--- src/rtl/alu_share_arb.sv ---
// -----------------------------------------------------------------------------
// alu_share_arb
//   Shares one external combinational ALU between NREQ requesters. Requesters
//   are picked round-robin. Each operation goes through three states:
//   accept (IDLE) -> execute (EXEC) -> respond (RESP). The operands and the
//   result are both registered, so the ALU sits between two flop stages.
//   The op code is not decoded; it goes to the ALU unchanged.
//
// Parameters
//   NREQ  number of requesters (2..8)
//   OPW   ALU op-code width
//
// Ports
//   clk        in   1         rising-edge clock
//   rst        in   1         asynchronous, active-high reset
//   req_valid  in   NREQ      requester i has an operation pending
//   req_ready  out  NREQ      one-hot accept, driven only in IDLE
//   req_a      in   NREQ*32   operand A, requester i at [32*i +: 32]
//   req_b      in   NREQ*32   operand B, same packing
//   req_op     in   NREQ*OPW  op code, requester i at [OPW*i +: OPW]
//   rsp_valid  out  NREQ      one-hot: result ready for the granted requester
//   rsp_ready  in   NREQ      requester i consumes its result
//   rsp_res    out  32        result; holds its value after the handshake
//   alu_a      out  32        to ALU src_a (registered operand)
//   alu_b      out  32        to ALU src_b (registered operand)
//   alu_op     out  OPW       to ALU op (registered)
//   alu_res    in   32        from ALU result
// -----------------------------------------------------------------------------
module alu_share_arb #(
    parameter int NREQ = 2,
    parameter int OPW  = 3
) (
    input  logic                 clk,
    input  logic                 rst,
    input  logic [NREQ-1:0]      req_valid,
    output logic [NREQ-1:0]      req_ready,
    input  logic [NREQ*32-1:0]   req_a,
    input  logic [NREQ*32-1:0]   req_b,
    input  logic [NREQ*OPW-1:0]  req_op,
    output logic [NREQ-1:0]      rsp_valid,
    input  logic [NREQ-1:0]      rsp_ready,
    output logic [31:0]          rsp_res,
    output logic [31:0]          alu_a,
    output logic [31:0]          alu_b,
    output logic [OPW-1:0]       alu_op,
    input  logic [31:0]          alu_res
);

    localparam int IDXW = (NREQ > 1) ? $clog2(NREQ) : 1;

    typedef enum logic [1:0] {
        IDLE = 2'd0,
        EXEC = 2'd1,
        RESP = 2'd2
    } state_e;

    state_e            state_q;
    logic [IDXW-1:0]   last_q;     // most recently granted requester
    logic [IDXW-1:0]   gnt_q;      // requester owning the in-flight operation
    logic [31:0]       a_q;
    logic [31:0]       b_q;
    logic [OPW-1:0]    op_q;
    logic [31:0]       res_q;

    logic [IDXW-1:0]   gnt_d;
    logic              any_valid_d;
    logic [IDXW-1:0]   idx;

    // Round-robin search: start at last_q+1 and wrap. The first valid
    // requester found wins.
    always_comb begin : arbiter
        // NOTE: each signal gets a default before the loop. Then no path
        // leaves it unassigned, so no latch is inferred.
        any_valid_d = 1'b0;
        gnt_d       = last_q;
        idx         = '0;
        for (int k = 1; k <= NREQ; k++) begin
            idx = IDXW'((int'(last_q) + k) % NREQ);
            if (!any_valid_d && req_valid[idx]) begin
                any_valid_d = 1'b1;
                gnt_d       = idx;
            end
        end
    end

    always_ff @(posedge clk or posedge rst) begin : fsm
        if (rst) begin
            state_q <= IDLE;
            last_q  <= IDXW'(NREQ - 1);   // requester 0 wins first
            gnt_q   <= '0;
            a_q     <= '0;
            b_q     <= '0;
            op_q    <= '0;
            res_q   <= '0;
        end else begin
            // NOTE: state is updated with non-blocking assignments. Every
            // register then samples values from before the edge, whatever
            // order the statements are written in.
            case (state_q)
                IDLE: begin
                    if (any_valid_d) begin
                        a_q     <= req_a[int'(gnt_d) * 32 +: 32];
                        b_q     <= req_b[int'(gnt_d) * 32 +: 32];
                        op_q    <= req_op[int'(gnt_d) * OPW +: OPW];
                        gnt_q   <= gnt_d;
                        last_q  <= gnt_d;
                        state_q <= EXEC;
                    end
                end
                EXEC: begin
                    res_q   <= alu_res;
                    state_q <= RESP;
                end
                RESP: begin
                    // Only the granted requester's rsp_ready completes the response.
                    if (rsp_ready[gnt_q]) begin
                        state_q <= IDLE;
                    end
                end
                default: state_q <= IDLE;
            endcase
        end
    end

    // req_ready is a combinational function of req_valid. It is gated with
    // rst so that no accept is shown while reset is held.
    assign req_ready = (state_q == IDLE && any_valid_d && !rst)
                       ? (NREQ'(1) << gnt_d) : '0;
    assign rsp_valid = (state_q == RESP) ? (NREQ'(1) << gnt_q) : '0;
    assign rsp_res   = res_q;

    // The operand registers drive the ALU directly. They keep their last
    // values outside EXEC.
    assign alu_a  = a_q;
    assign alu_b  = b_q;
    assign alu_op = op_q;

endmodule

--- config.mk ---
export PLATFORM = sky130hd
export DESIGN_NAME = alu_share_arb
export DESIGN_NICKNAME = d
export VERILOG_FILES = /design/src/rtl/alu_share_arb.sv
export SDC_FILE = /design/constraint.sdc
export NUM_CORES = 1
export LEC_CHECK = 0
export BUFFER_PORTS_ARGS = -buffer_cell sky130_fd_sc_hd__buf_2
export CORE_AREA = 2 2 108 110
export DETAILED_ROUTE_END_ITERATION = 8
export DIE_AREA = 0 0 110 112
export GPL_TIMING_DRIVEN = 1
export PLACE_DENSITY = 0.74
export SYNTH_ARGS = -nofsm -noshare
export SYNTH_HDL_FRONTEND = slang
export SYNTH_SLANG_ARGS = --single-unit
--- constraint.sdc ---
create_clock -name clk -period 8.77 [get_ports clk]
set_input_delay 0.877 -clock clk [delete_from_list [all_inputs] [get_ports clk]]
set_output_delay 0.877 -clock clk [all_outputs]
set_load 0.01 [all_outputs]
==> flow_summary.toml <==
[layout]
syn_to_final_growth_pct = 38.0
n_fill_cell = 956
drive_gt1_share_pct = 57.3
final_util_pct = 54.8
multi_input_area_um2 = 1660
seqCellArea_um2 = 2580
fin_nets = 752

[critical_path]
rr_worst_depth = 3
end_kind = "primary output"
path_max_fanout = 68
crit_slowest_cell = "buf_4"
path_cells = "buf_2 -> nand2_1 -> and3_2 -> buf_4 -> and2_1 -> buf_2"
cp-endpoint = "req_ready[1]"
crit_start = "req_valid[0]"
rr_startpoint = "last_q$_DFFE_PP1P_"
cpPeakStageDelay_ns = 0.59
crit_top_cell = "buf_2"
worst_r2r_endpoint = "alu_b[15]$_DFFE_PP0P_"
cp_data_required_time_ns = 7.89
r2r_slack_ns = 6.62
setup.worst_path.class = "input pin to primary output"
cp_data_arrival_time_ns = 2.18
cp-start-kind = "input pin"

[routing]
drt_iter0_drc = 195
num_vias = 3830
drc = 0
finalWirelength_um = 12700
wire_per_inst_um = 17.4
drt.antenna.violating_nets = 0
dr_wl_met3_um = 883
via_per_inst = 5.25
dr.pass1.iters = 5
highest_layer = "met4"
wl_met2_um = 6500
drt-met1-wl_um = 5010

[clocking]
insertion_delay_ns = 0.34
cts_root_buffer = "clkbuf_16"
ctsResizeCount = 0
clock-sinks = 103
cts.clk_slew.worst_paths_ns = 0.06
hold_buffers = 0
cts_tree = "yes"
cts_buffers = 9
post_cts_buffers = 0
cts_max_level = 3
clk_path_buf_depth = 2

[floorplan]
core-area_um2 = 11200
dieArea_um2 = 12300
fp.dieW_um = 110
die_h_um = 112
std_cell_rows = 39
start_util_pct = 39.7
io_pins = 275

[synth]
syn_area_um2 = 4440
ys_types = 20
muxShareOfSynthArea_pct = 8.38
yosys.area.top_type = "dfrtp_1"
synth_edf_count = 0
synth_compound_area_share_pct = 26.9
yosysMostFrequentCell = "dfrtp_1"
ys_seq_area_share_pct = 58.1
ys_seq_elements = 103
synth-xor-area-share_pct = 0
ys.flop_type = "dfrtp_1"
synth_top_family_by_area = "compound AO/OA/AOI/OAI gates"
synthAdderAreaFrac_pct = 0
syn_nets = 497
synthCells = 325
yosys.area_share.simple_pct = 1.86
synth_commonest_cells = "dfrtp_1, o21a_1, a221o_1"
ys_top_cells_by_area = "dfrtp_1, a221o_1, o21a_1, mux2_2, buf_6"
yosysTopAreaCellShare_pct = 57.5
async_flop_share_pct = 100
yosysWarnings = 0
syn_area_per_cell_um2 = 13.6

[power]
switching_share_pct = 36.2
power-per-cell-area_nw_per_um2 = 370
p_int_mw = 1.44
p_leak_nw = 3.10
p_seq_share_pct = 37.2
pwr-share-comb_pct = 46.2
ir_drop_uv = 166
clockPowerShare_pct = 16.6
switchingPower_mw = 0.821

[placed_design]
dp_hpwl_um = 8920
gp_congestion = 0.840
port_buffers = 274

[sta]
grt_setup_unrepaired = "no"
finalClockSkew_ns = 0.00910
fmax_ghz = 0.327
setup_viol = 0
period_share_pct = 34.8
hold_viol_final = 0
final.min_clock_period_ns = 3.05
slew_violations = 0
worstMarginPinSlew_ns = 1.29
tns_ns = 0
slew_headroom_pct = 13.7

[global_routing]
antenna_found_initial = 1
grt_max_degree = 69
grt.overflow.total = 0
grt_pass1_wl_um = 18700
grt_usage_pct = 19.8
grt_pass1_vias = 3770

[run]
cap_violations = 0

[hold_path]
hold_path_class = "register to register"

[status]
outcome = "finished clean"
==> power by group through the flow <==
stage	clock [mW]	combinational, mW	sequential [mW]
2_1_floorplan	0	0.589	0.945
3_3_place_gp	0	1.02	0.840
3_5_place_dp	0	1.06	0.848
4_1_cts	0.385	1.06	0.844
5_1_grt	0.408	1.13	0.871
6_report	0.375	1.05	0.843
==> area by class of cell <==
| cell class | count | area share, % |
|---|---|---|
| multi-input combinational | 185 | 27.1 |
| inverter | 2 | 0.164 |
| clock inverter | 6 | 0.716 |
| tap | 143 | 2.92 |
| timing repair buffer | 279 | 23.0 |
| antenna | 1 | 0.0409 |
| clock buffer | 10 | 3.91 |
| sequential | 103 | 42.1 |
==> logic make-up after synthesis <==
group / count (synthesis)
compound gates: 137
buf+inv: 37
flops: 103
mux: 33
simple gates: 15
==> worst max-delay path, delay by kind of cell <==
family,cells,cell delay (ns)
buf+inv,3,0.84
simple gates,3,0.44
==> worst min path at each step <==
stage / startpoint / to / slack [ns] / depth (start not counted)
floorplan: gnt_q$_DFFE_PP0P_ / gnt_q$_DFFE_PP0P_ / 0.52 / 1
global placement: rsp_res[27]$_DFFE_PP0N_ / rsp_res[27]$_DFFE_PP0N_ / 0.48 / 1
detailed placement: rsp_res[28]$_DFFE_PP0N_ / rsp_res[28]$_DFFE_PP0N_ / 0.49 / 1
CTS: rsp_res[29]$_DFFE_PP0N_ / rsp_res[29]$_DFFE_PP0N_ / 0.50 / 1
global route: rsp_res[29]$_DFFE_PP0N_ / rsp_res[29]$_DFFE_PP0N_ / 0.51 / 1
finish: rsp_res[29]$_DFFE_PP0N_ / rsp_res[29]$_DFFE_PP0N_ / 0.50 / 1
==> per-stage QoR <==
| step | cell area (um^2) | hold WS (ns) | std cells | setup WS (ns) | total power, mW |
|---|---|---|---|---|---|
| floorplan | 4440 | 0.516 | 325 | 4.49 | 1.53 |
| CTS | 6120 | 0.504 | 728 | 5.72 | 2.29 |
| detailed placement | 5830 | 0.488 | 712 | 5.73 | 1.90 |
| global route | 6120 | 0.513 | 728 | 5.63 | 2.41 |
| finish | 6120 | 0.501 | 729 | 5.72 | 2.27 |
| global placement | 5830 | 0.483 | 712 | 5.76 | 1.86 |
==> state kept, by name, summed over array words and instances, names as in the netlist <==
register  flops
alu_a        32
alu_b        32
alu_op        3
gnt_q         1
last_q        1
rsp_res      32
state_q       2
==> cells in the final DEF (no fill, tap or decap), types with 2 or more instances in the layout <==
cell type and count:
buf_4 5, dfrtp_1 102, clkbuf_16 9, clkinv_2 2, mux2_2 33, a221o_1 67, inv_6 2, nor2_1 5
nand2b_1 2, o21a_1 69, and3_2 2, buf_2 274
==> metal layers <==
metal	GRT usage (%)	up-vias
li1	-	1771
met1	23.3	1864
met5	0	-
met2	35.1	175
met4	8.02	0
met3	3.51	20
(Power assumes the default switching activity.)
